==> config.mk <==
export PLATFORM = sky130hd
export DESIGN_NAME = scratch_stack_ctrl
export DESIGN_NICKNAME = d
export VERILOG_FILES = /design/src/rtl/stack_pkg.sv /design/src/rtl/scratch_stack_ctrl.sv
export SDC_FILE = /design/constraint.sdc
export NUM_CORES = 1
export LEC_CHECK = 0
export ABC_AREA = 0
export BUFFER_PORTS_ARGS = -buffer_cell sky130_fd_sc_hd__clkbuf_2
export CAP_MARGIN = 20
export CORE_ASPECT_RATIO = 0.6
export CORE_MARGIN = 1.5
export CORE_UTILIZATION = 35
export CTS_CLUSTER_DIAMETER = 60
export DETAILED_ROUTE_END_ITERATION = 10
export GPL_TIMING_DRIVEN = 0
export PLACE_DENSITY = 0.66
export SKIP_LAST_GASP = 1
export SYNTH_ARGS = -nofsm -noshare
export SYNTH_HDL_FRONTEND = slang
export SYNTH_SLANG_ARGS = --single-unit
==> constraint.sdc <==
create_clock -name clk -period 4.2 [get_ports clk]
set_clock_uncertainty 0.2 [all_clocks]
set_input_delay 0.63 -clock clk [delete_from_list [all_inputs] [get_ports clk]]
set_output_delay 0.63 -clock clk [all_outputs]
set_load 0.02 [all_outputs]
==> src/rtl/stack_pkg.sv <==
// Shared definitions for the scratch data stack controller: opcodes, FSM states
// and default geometry.
package stack_pkg;

   localparam int unsigned STACK_AW = 8;
   localparam int unsigned STACK_DW = 32;

   localparam logic [1:0] OP_PUSH    = 2'b00;
   localparam logic [1:0] OP_POP     = 2'b01;
   localparam logic [1:0] OP_REPLACE = 2'b10;
   localparam logic [1:0] OP_DUP     = 2'b11;

   typedef enum logic [1:0] {
      ST_IDLE    = 2'd0,
      ST_WR      = 2'd1,
      ST_RD_ADDR = 2'd2,
      ST_RD_CAP  = 2'd3
   } state_e;

   // True for the opcodes that grow the stack by one cell.
   function automatic logic op_grows(input logic [1:0] op);
      return (op == OP_PUSH) || (op == OP_DUP);
   endfunction

endpackage

==> src/rtl/scratch_stack_ctrl.sv <==
// Scratch data stack sequencer: TOS lives in a register and older cells are
// spilled to / refilled from an external single-port RAM with registered read.
module scratch_stack_ctrl
   import stack_pkg::*;
#(
   parameter int unsigned AW = STACK_AW,
   parameter int unsigned DW = STACK_DW
) (
   input  logic          clk,
   input  logic          resetn,
   input  logic          cmd_valid,
   output logic          cmd_ready,
   input  logic [1:0]    cmd_op,
   input  logic [DW-1:0] cmd_data,
   output logic [DW-1:0] tos,
   output logic          tos_valid,
   output logic [AW:0]   depth,
   output logic          full,
   output logic          err_overflow,
   output logic          err_underflow,
   input  logic          err_clr,
   output logic [AW-1:0] ram_addr,
   output logic [DW-1:0] ram_wdata,
   output logic          ram_wen,
   input  logic [DW-1:0] ram_rdata
);

   localparam logic [AW:0] CAPACITY = {1'b1, {AW{1'b0}}};
   localparam logic [AW:0] SP_ONE   = {{AW{1'b0}}, 1'b1};

   state_e        state_q, state_d;
   logic [AW:0]   sp_q, sp_d;
   logic [DW-1:0] tos_q, tos_d;
   logic          tos_valid_q, tos_valid_d;
   logic [AW-1:0] ram_addr_q, ram_addr_d;
   logic [DW-1:0] ram_wdata_q, ram_wdata_d;
   logic          ram_wen_q, ram_wen_d;
   logic          err_ovf_q, err_ovf_d;
   logic          err_unf_q, err_unf_d;

   logic          set_ovf;
   logic          set_unf;
   logic [AW:0]   depth_w;
   logic          full_w;
   logic [AW:0]   sp_dec;
   logic [DW-1:0] push_val;

   assign depth_w  = sp_q + {{AW{1'b0}}, tos_valid_q};
   assign full_w   = (depth_w == CAPACITY);
   assign sp_dec   = sp_q - SP_ONE;
   // DUP is a PUSH of the current TOS, so both share one datapath.
   assign push_val = (cmd_op == OP_DUP) ? tos_q : cmd_data;

   always_comb begin
      state_d     = state_q;
      sp_d        = sp_q;
      tos_d       = tos_q;
      tos_valid_d = tos_valid_q;
      ram_addr_d  = ram_addr_q;
      ram_wdata_d = ram_wdata_q;
      ram_wen_d   = 1'b0;
      set_ovf     = 1'b0;
      set_unf     = 1'b0;

      case (state_q)
         ST_IDLE: begin
            if (cmd_valid) begin
               if (op_grows(cmd_op)) begin
                  if ((cmd_op == OP_DUP) && !tos_valid_q) begin
                     set_unf = 1'b1;
                  end else if (full_w) begin
                     set_ovf = 1'b1;
                  end else if (!tos_valid_q) begin
                     tos_d       = push_val;
                     tos_valid_d = 1'b1;
                  end else begin
                     ram_addr_d  = sp_q[AW-1:0];
                     ram_wdata_d = tos_q;
                     ram_wen_d   = 1'b1;
                     sp_d        = sp_q + SP_ONE;
                     tos_d       = push_val;
                     state_d     = ST_WR;
                  end
               end else if (cmd_op == OP_POP) begin
                  if (!tos_valid_q) begin
                     set_unf = 1'b1;
                  end else if (sp_q == '0) begin
                     tos_valid_d = 1'b0;
                  end else begin
                     ram_addr_d = sp_dec[AW-1:0];
                     sp_d       = sp_dec;
                     state_d    = ST_RD_ADDR;
                  end
               end else begin
                  // REPLACE on an empty stack lands in the same place as PUSH.
                  tos_d       = cmd_data;
                  tos_valid_d = 1'b1;
               end
            end
         end
         ST_WR: begin
            state_d = ST_IDLE;
         end
         ST_RD_ADDR: begin
            // RAM captures mem[ram_addr] on this edge; data is usable next cycle.
            state_d = ST_RD_CAP;
         end
         ST_RD_CAP: begin
            tos_d   = ram_rdata;
            state_d = ST_IDLE;
         end
         default: begin
            state_d = ST_IDLE;
         end
      endcase

      // A new error in the same cycle as err_clr must survive.
      err_ovf_d = (err_ovf_q & ~err_clr) | set_ovf;
      err_unf_d = (err_unf_q & ~err_clr) | set_unf;
   end

   always_ff @(posedge clk or negedge resetn) begin
      if (!resetn) begin
         state_q     <= ST_IDLE;
         sp_q        <= '0;
         tos_q       <= '0;
         tos_valid_q <= 1'b0;
         ram_addr_q  <= '0;
         ram_wdata_q <= '0;
         ram_wen_q   <= 1'b0;
         err_ovf_q   <= 1'b0;
         err_unf_q   <= 1'b0;
      end else begin
         state_q     <= state_d;
         sp_q        <= sp_d;
         tos_q       <= tos_d;
         tos_valid_q <= tos_valid_d;
         ram_addr_q  <= ram_addr_d;
         ram_wdata_q <= ram_wdata_d;
         ram_wen_q   <= ram_wen_d;
         err_ovf_q   <= err_ovf_d;
         err_unf_q   <= err_unf_d;
      end
   end

   assign cmd_ready     = (state_q == ST_IDLE);
   assign tos           = tos_q;
   assign tos_valid     = tos_valid_q;
   assign depth         = depth_w;
   assign full          = full_w;
   assign err_overflow  = err_ovf_q;
   assign err_underflow = err_unf_q;
   assign ram_addr      = ram_addr_q;
   assign ram_wdata     = ram_wdata_q;
   assign ram_wen       = ram_wen_q;

endmodule

==> impl_metrics.json, run 1 <==
{
  "status": "finished clean",
  "post-synth-top-area-fraction_pct": 47.88,
  "critical_path.max_fanout": 10,
  "final_common_cell": "clkbuf_2",
  "rr_startpoint": "sp_q[0]",
  "synth_top_family_by_area": "multiplexers",
  "final_util_pct": 45.98,
  "syn_area_um2": 4547,
  "synth_compound_area_share_pct": 7.457,
  "r2r_setup_slack_ps": 840,
  "drive_above_1_share_pct": 54.55,
  "numCtsBuffers": 9,
  "r2r-end": "ram_addr[3]",
  "syn-mean-instance-area_um2": 12.42,
  "area_growth_pct": 29.17,
  "ios": 157,
  "yosysWarningCount": 0,
  "finalHoldViolCount": 0,
  "place_ws_ps": 924.9,
  "synthAdderAreaFrac_pct": 3.577,
  "ys_seq_area_share_pct": 47.88,
  "reg2reg_depth": 8,
  "crit_type": "flip-flop to output pin",
  "fin_crit_sh_pct": 87.29,
  "cts-root-buf": "clkbuf_16",
  "floorplan.initialDensity_pct": 35.60,
  "rsz0062_at_grt": "no",
  "num_vias": 3574,
  "placement_rows": 32,
  "required_ps": 3370,
  "port_buffers": 156,
  "synth_nets": 449,
  "cts_buffer_depth": 2,
  "final_antenna_net_count": 0,
  "layout_setup_ws_ps": 533.8,
  "whs_ps": 132.9,
  "finalInstanceArea_um2": 5873,
  "synth_top_area_cell": "dfrtp_1",
  "wl_um": 11520,
  "netlist_instances": 366,
  "vdd_ir_drop_max_mv": 0.3201,
  "ys_ff_latch": 87,
  "cts.sinks": 87,
  "synth_cell_types": 57,
  "coreArea_um2": 12770,
  "startpoint_type": "flip-flop",
  "slew_headroom_pct": 54.89,
  "layout_common_cells": "clkbuf_2 (156), mux2_2 (95), dfrtp_1 (87), nand2_1 (14), ha_1 (13)",
  "postCtsSetupRepairBufs": 0,
  "max_cap_viol_count": 0,
  "synth_simple_gate_area_share_pct": 8.531,
  "synth-xor-area-share_pct": 3.467,
  "hold_path_class": "input port to async pin",
  "viasPerCell": 5.041,
  "crit_end": "full",
  "grt_max_degree": 48,
  "dp_hpwl_um": 8750,
  "synthMuxAreaShare_pct": 25.40,
  "ctsResizeCount": 0,
  "drc": 0,
  "synthFlopType": "dfrtp_1",
  "n_antenna_cell": 0,
  "placedInstanceArea_um2": 5563,
  "max_freq_ghz": 0.2728,
  "die_area_um2": 13710,
  "crit_start": "sp_q[0]",
  "final_nets": 617,
  "tightest_slew_ps": 676.7,
  "die_h_um": 91.29,
  "power_density_nw_per_um2": 849.3,
  "grt_pass1_wl_um": 18040,
  "period_needed_ps": 3666,
  "finalMaxSlewViolations": 0,
  "critical_path_arrival_ps": 2840,
  "cts_hold_buf": 0,
  "p_leak_nw": 2.707,
  "async_flop_share_pct": 100.0,
  "cts.clk_slew.worst_paths_ps": 70,
  "antenna_found_initial": 0,
  "first_global_vias": 3456,
  "grt-ovfl-total": 0,
  "dieWidth_um": 150.1,
  "firstDrtPassIters": 4,
  "grt_usage_pct": 17.02,
  "first_iter_violations": 196,
  "final.setup.tns_ps": 0,
  "synth-edff-count": 0,
  "synth_area_leaders": "dfrtp_1 (48%), mux2_2 (24%), ha_1 (3.6%)",
  "insertion_delay_ps": 340,
  "cts_tree": "done",
  "setup_viol_count_final": 0,
  "htreeDepth": 3,
  "wl_per_cell_um": 16.25,
  "place_congestion": 0.9093,
  "nFillCells": 1207,
  "crit_path_end_kind": "output pin"
}
[final cells by class]
type	instances	area, um^2	area share [%]
tap	170	212.7	3.622
clock buffer	12	256.5	4.367
inverter	9	33.78	0.5752
timing repair buffer	157	803.3	13.68
buffer	22	133.9	2.280
clock inverter	4	53.80	0.9161
sequential	87	2177	37.07
multi-input combinational	248	2202	37.49
[cells by family after synthesis]
kind of cell             count (synthesis)
adder cells (fa/ha/maj)                 13
buffers and inverters                   31
flip-flops                              87
multiplexers                           103
XOR/XNOR                                18
AO/OA/AOI/OAI                           45
AND/OR/NAND/NOR                         69
[report_power, final]
part	internal (mW)	leakage (nW)	switching (mW)	total (mW)
sequential	1.26	1.04	0.291	1.55
combinational	1.12	1.53	1.50	2.62
clock	0.495	0.145	0.326	0.821
total	2.87	2.71	2.11	4.99
[how the worst min path moves through the flow]
stage	end	startpoint	slack (ps)
after global routing	tos[5]	resetn	180
after floorplan	err_overflow	resetn	130
final	tos[5]	resetn	130
after global placement	ram_addr[5]	ram_addr[5]	280
after CTS	ram_wdata[5]	resetn	160
after detailed placement	ram_addr[5]	ram_addr[5]	290
[Yosys cell counts, drive strengths merged, types with 2 or more instances]
| cell | number |
|---|---|
| inv | 9 |
| and2 | 2 |
| nand2 | 14 |
| nand2b | 4 |
| clkbuf | 11 |
| o21ai | 7 |
| nor4 | 2 |
| a221o | 2 |
| xnor2 | 12 |
| a31oi | 4 |
| and3 | 4 |
| o31ai | 2 |
| and4 | 2 |
| mux2 | 99 |
| nor3 | 4 |
| mux2i | 4 |
| o32ai | 2 |
| nor3b | 2 |
| nor2b | 3 |
| or3 | 3 |
| ha | 13 |
| nor2 | 11 |
| dfrtp | 87 |
| a311oi | 2 |
| o22ai | 5 |
| a21oi | 10 |
| nand4 | 5 |
| a31o | 3 |
| nand3 | 10 |
| xor2 | 6 |
| buf | 11 |
[state kept, by name, indices dropped and copies added (netlist names)]
register and flops:
state_q 2, tos_valid 1, tos 32, err_underflow 1
err_overflow 1, ram_wen 1, ram_wdata 32, sp_q 9
ram_addr 8
[through the flow]
step	instances	power, mW
2_1_floorplan	366	3.350
5_1_grt	709	5.312
6_report	709	4.988
4_1_cts	709	5.038
3_5_place_dp	693	4.192
3_3_place_gp	692	4.118
[metal layers]
layer	up-vias	share of wire, %	track usage, %
li1	1658	-	-
met1	1722	47	24.47
met2	186	43	23.62
met3	8	9.6	6.583
met4	0	0.62	4.330
met5	-	0	0
[critical path, stage by stage (launching register included)]
cell      delay (ps)
dfrtp_1          520
ha_1             250
ha_1             230
xor2_1           170
or3_1            330
nor3_2           330
and3_4           300
buf_6            170
clkbuf_2         190
Power figures use the tool's default switching activity.
==> inputs of run 2 (changes only) <==
==> constraint.sdc (replaced) <==
create_clock -name clk -period 3.5 [get_ports clk]
set_clock_uncertainty 0.2 [all_clocks]
set_input_delay 0.525 -clock clk [delete_from_list [all_inputs] [get_ports clk]]
set_output_delay 0.525 -clock clk [all_outputs]
set_load 0.02 [all_outputs]
==> run 2 against run 1 <==
  * Final area is 0.94% higher
  * Largest power group unchanged
  * Largest cell class unchanged
  * Die area is the same
  * Non-clock buffer count grew 5
==> impl_metrics.json, run 2 (synthesis gave the netlist of run 1 again) <==
{
  "coreArea_um2": 12770,
  "period_needed_ps": 3389,
  "grt_usage_pct": 17.05,
  "vdd_ir_drop_max_mv": 0.3840,
  "firstDrtPassIters": 5,
  "critical_path.max_fanout": 10,
  "slew_headroom_pct": 54.95,
  "drive_above_1_share_pct": 55.33,
  "layout_setup_ws_ps": 110.7,
  "antenna_found_initial": 0,
  "wl_um": 11620,
  "area_growth_pct": 30.38,
  "use_met1_pct": 24.39,
  "finalMaxSlewViolations": 0,
  "die_area_um2": 13710,
  "tightest_slew_ps": 675.7,
  "cts_buffer_depth": 2,
  "p_leak_nw": 2.730,
  "p_clk_share_pct": 16.2,
  "post-place-cells": 693,
  "first_iter_violations": 199,
  "max_freq_ghz": 0.2950,
  "setup_viol_count_final": 0,
  "status": "finished clean",
  "final_antenna_net_count": 0,
  "cts-root-buf": "clkbuf_16",
  "layout_common_cells": "clkbuf_2 (156), mux2_2 (95), dfrtp_1 (85), nand2_1 (14), ha_1 (13)",
  "insertion_delay_ps": 330,
  "instances_no_fill": 714,
  "die_h_um": 91.29,
  "seqPwrFrac_pct": 30.6,
  "placement_rows": 32,
  "power_switching_mw": 2.569,
  "comb_power_share_pct": 53.1,
  "wl_per_cell_um": 16.28,
  "viasPerCell": 5.104,
  "ios": 157,
  "port_buffers": 156,
  "grt-busiest-layer": "met1",
  "p_int_mw": 3.500,
  "cts_tree": "done",
  "critical_path_arrival_ps": 2660,
  "cts.clk_slew.worst_paths_ps": 70,
  "crit_type": "flip-flop to output pin",
  "hold_path_class": "input port to async pin",
  "cts.sinks": 87,
  "final_common_cell": "clkbuf_2",
  "place_congestion": 0.9093,
  "nFillCells": 1200,
  "met2_usage_pct": 23.74,
  "max_cap_viol_count": 0,
  "r2r_setup_slack_ps": 130,
  "finalHoldViolCount": 0,
  "num_vias": 3644,
  "cts_hold_buf": 0,
  "grt_max_degree": 48,
  "crit_path_end_kind": "output pin",
  "n_antenna_cell": 0,
  "numCtsBuffers": 9,
  "first_global_vias": 3462,
  "power_density_nw_per_um2": 1024,
  "drc": 0,
  "startpoint_type": "flip-flop",
  "fin_crit_sh_pct": 96.84,
  "required_ps": 2770,
  "final_nets": 622,
  "place_ws_ps": 231.0,
  "dp_hpwl_um": 8750,
  "sw_frac_of_total_pct": 42.33,
  "floorplan.initialDensity_pct": 35.60,
  "grt-ovfl-total": 0,
  "dieWidth_um": 150.1,
  "htreeDepth": 3,
  "use_met3_pct": 6.683,
  "grt_pass1_wl_um": 18060
}
==> run 2: area by class of cell <==
cell class	instances	area [um^2]	area share [%]
inverters	9	33.78	0.5699
repair buffers	162	840.8	14.18
multi-input cells	248	2217	37.40
clock buffers	12	256.5	4.327
clock inverters	4	53.80	0.9076
plain buffers	22	133.9	2.258
well taps	170	212.7	3.588
flip-flops and latches	87	2180	36.77
==> run 2: worst max-delay path: stages, from the launching register on <==
cell      delay, ps
dfrtp_2         480
ha_1            210
ha_1            230
xor2_1          170
or3_1           380
nor3_4          230
and3_4          260
buf_6           170
clkbuf_2        190
==> run 2: timing repair <==
action / 4_1_cts / 5_1_grt
gates resized for setup: 1 / 3
pin swaps: 0 / 1
endpoints found under the setup margin: 1 / 1
setup buffers: 0 / 5
==> run 2: final timing paths <==
kind | startpoint | end | cells after the start
worst max-delay path | sp_q[0] | full | 8
worst min-delay path | resetn | tos[5] | 1
worst max register to register | sp_q[0] | ram_addr[3] | 10
worst min register to register | ram_addr[5] | ram_addr[5] | 1
max in group asynchronous | resetn | tos_valid | 2
min in group clk | err_clr | err_underflow | 2
==> run 2: stage by stage <==
stage	util (%)	setup TNS, ps	cell area, um^2	hold slack, ps	power (mW)
2_1_floorplan	-	0	4547	29.41	4.020
3_3_place_gp	43.38	0	5540	284.9	4.942
3_5_place_dp	43.55	0	5563	289.7	5.030
4_1_cts	46.03	0	5879	59.52	6.057
5_1_grt	46.41	-4.427	5928	75.01	6.457
6_report	46.41	0	5928	29.44	6.069
==> run 2: power groups by stage <==
stage	combinational, mW	clock [mW]	sequential [mW]
2_1_floorplan	1.68	0	2.34
3_3_place_gp	3.10	0	1.84
3_5_place_dp	3.15	0	1.88
4_1_cts	3.17	1.02	1.86
5_1_grt	3.47	1.06	1.93
6_report	3.23	0.986	1.86
==> run 2: metal layers <==
layer	wire [um]	part of all wire [%]
met1	5421	47
met2	5061	44
met3	1051	9.0
met4	87	0.75
met5	0	0
==> inputs of run 3 (changes only) <==
--- a/config.mk
+++ b/config.mk
@@ -5,16 +5,16 @@
 export SDC_FILE = /design/constraint.sdc
 export NUM_CORES = 1
 export LEC_CHECK = 0
-export ABC_AREA = 0
+export ABC_AREA = 1
 export BUFFER_PORTS_ARGS = -buffer_cell sky130_fd_sc_hd__clkbuf_2
 export CAP_MARGIN = 20
 export CORE_ASPECT_RATIO = 0.6
 export CORE_MARGIN = 1.5
-export CORE_UTILIZATION = 35
+export CORE_UTILIZATION = 45
 export CTS_CLUSTER_DIAMETER = 60
 export DETAILED_ROUTE_END_ITERATION = 10
 export GPL_TIMING_DRIVEN = 0
-export PLACE_DENSITY = 0.66
+export PLACE_DENSITY = 0.79
 export SKIP_LAST_GASP = 1
 export SYNTH_ARGS = -nofsm -noshare
 export SYNTH_HDL_FRONTEND = slang
==> run 3 against run 2 <==
  * Sequential power down 3%
  * Power down 5.5%
  * Clock power down 4.9%
  * Count of clock-buffer cells in the layout up 1
  * Worst hold slack better by 22 ps
  * Largest power group unchanged
  * Fmax up 5.2%
  * Cell count up 24%
  * Critical path depth up 1
==> impl_metrics.json, run 3 <==
{
  "ios": 157,
  "area_growth_pct": 26.78,
  "ys_seq_area_share_pct": 46.04,
  "synthMuxAreaShare_pct": 7.621,
  "synth_top_family_by_area": "simple AND/OR/NAND/NOR gates",
  "async_flop_share_pct": 100.0,
  "required_ps": 2770,
  "power_density_nw_per_um2": 957.0,
  "grt-ovfl-total": 0,
  "synthTopCellsByCount": "nand2_1 (222), dfrtp_1 (87), nand3_1 (48)",
  "cp_slowest_cell": "dfrtp_1",
  "yosysWarningCount": 0,
  "die_h_um": 82.40,
  "final_antenna_net_count": 0,
  "use_met1_pct": 31.62,
  "grt_pass1_wl_um": 20200,
  "antenna_found_initial": 0,
  "postCtsSetupRepairBufs": 0,
  "period_needed_ps": 3223,
  "viasPerCell": 5.000,
  "crit_chain": "ha_1 -> ha_1 -> inv_1 -> nor2_4 -> nand3_2 -> nand2_1 -> nand2_1 -> nor4_1 -> clkbuf_2",
  "fin_crit_sh_pct": 92.09,
  "critical_path.max_fanout": 8,
  "p_leak_nw": 3.287,
  "firstDrtPassIters": 5,
  "crit_type": "flip-flop to output pin",
  "status": "finished clean",
  "cts-root-buf": "clkbuf_16",
  "critical_path_arrival_ps": 2500,
  "finalMaxSlewViolations": 0,
  "final.setup.tns_ps": 0,
  "cts.sinks": 87,
  "grt_usage_pct": 23.46,
  "synth_top_area_cell": "dfrtp_1",
  "rsz0062_at_grt": "no",
  "tightest_slew_ps": 706.5,
  "ctsResizeCount": 0,
  "max_cap_viol_count": 0,
  "die_area_um2": 11150,
  "insertion_delay_ps": 330,
  "synth_simple_gate_area_share_pct": 28.31,
  "setup_viol_count_final": 0,
  "dp_hpwl_um": 9609,
  "final_common_cell": "nand2_1",
  "cts.clk_slew.worst_paths_ps": 60,
  "met2_usage_pct": 37.09,
  "yosysMostFrequentCell": "nand2_1",
  "finalHoldViolCount": 0,
  "syn_area_um2": 4728,
  "instances_no_fill": 883,
  "place_congestion": 0.8963,
  "num_vias": 4415,
  "floorplan.initialDensity_pct": 47.19,
  "n_antenna_cell": 0,
  "cts_buffer_depth": 2,
  "wl_per_cell_um": 14.45,
  "final_nets": 826,
  "numCtsBuffers": 9,
  "first_iter_violations": 333,
  "max_freq_ghz": 0.3103,
  "synth_cell_types": 35,
  "crit_buf_inv": 2,
  "grt-busiest-layer": "met2",
  "coreArea_um2": 10020,
  "netlist_instances": 575,
  "layout_common_cells": "nand2_1 (222), clkbuf_2 (155), dfrtp_1 (87), nand3_1 (48), inv_1 (36)",
  "whs_ps": 51.81,
  "post-synth-top-area-fraction_pct": 46.04,
  "first_global_vias": 4200,
  "drive_above_1_share_pct": 33.02,
  "synth_area_leaders": "dfrtp_1 (46%), nand2_1 (18%), mux2_2 (7.6%)",
  "synth_compound_area_share_pct": 5.531,
  "ys_ff_latch": 87,
  "use_met3_pct": 7.021,
  "r2r_setup_slack_ps": 720,
  "placement_rows": 28,
  "wl_um": 12760,
  "hold_path_class": "input port to async pin",
  "cts_tree": "done",
  "cp_slowest_stage_delay_ps": 530,
  "dieWidth_um": 135.3,
  "vdd_ir_drop_max_mv": 0.5575,
  "synth-xor-area-share_pct": 2.038,
  "synthAdderAreaFrac_pct": 3.440,
  "drc": 0,
  "synth-edff-count": 0,
  "slew_headroom_pct": 52.90,
  "syn-mean-instance-area_um2": 8.223,
  "synth_nets": 658,
  "post-place-cells": 867,
  "htreeDepth": 3,
  "startpoint_type": "flip-flop",
  "cts_hold_buf": 0,
  "cp_top_family": "simple AND/OR/NAND/NOR gates",
  "crit_path_end_kind": "output pin",
  "synthFlopType": "dfrtp_1",
  "port_buffers": 156,
  "grt_max_degree": 48
}
==> run 3: cell count changes after synthesis, moves of 4 or more <==
| cell | change |
|---|---|
| mux2_2 | -63 |
| mux2_1 | -4 |
| buf_2 | +6 |
| xor2_1 | +5 |
| xnor2_1 | -12 |
| nand2_1 | +208 |
| inv_2 | +4 |
| mux2i_1 | -4 |
| nor2_1 | +12 |
| nand3_1 | +38 |
| o21ai_1 | +17 |
| inv_1 | +27 |
| nand2_2 | +4 |
| nand2b_1 | -4 |
==> run 3: power by group <==
group          internal [mW]  switching (mW)
Combinational           1.04            1.96
Clock                  0.543           0.395
Sequential              1.45           0.346
==> run 3: metrics by stage <==
step	power, mW	utilization, %	setup slack [ps]	instance area [um^2]
after CTS	5.756	59.83	287.2	5995
after global placement	4.691	56.67	691.2	5678
after floorplan	3.827	-	401.8	4728
after detailed placement	4.798	56.89	658.6	5700
after global routing	6.186	59.83	102.8	5995
final	5.737	59.83	276.9	5995
==> run 3: cells by family (layout without fill, tap and decap cells) <==
| logic type | Yosys count | after routing |
|---|---|---|
| AO/OA/AOI/OAI | 48 | 48 |
| XOR/XNOR | 11 | 11 |
| adder cells (fa/ha/maj) | 13 | 13 |
| buffers and inverters | 70 | 243 |
| flip-flops | 87 | 87 |
| multiplexers | 32 | 32 |
| AND/OR/NAND/NOR | 314 | 314 |
==> run 3: path summary, 6_finish.rpt <==
path,depth (start not counted),end,start
worst max-delay path,9,full,tos_valid
worst min-delay path,1,ram_wdata[3],resetn
worst max register to register,14,ram_wdata[8],tos_valid
worst min register to register,2,ram_wdata[7],ram_wdata[7]
max in group asynchronous,2,tos[23],resetn
min in group clk,2,err_underflow,err_clr
==> run 3: final cells by class <==
class	count	area (um^2)
timing repair buffer	157	803.3
multi-input combinational	418	2220
clock buffer	13	270.3
sequential	87	2177
clock inverter	3	23.77
inverter	40	150.1
fill	928	4025
buffer	30	181.4
tap	135	168.9
==> run 3: layer usage <==
metal  share of wire (%)  wire [um]
met1                  47       6004
met2                  44       5592
met3                 8.0       1026
met4                 1.1        140
met5                   0          0
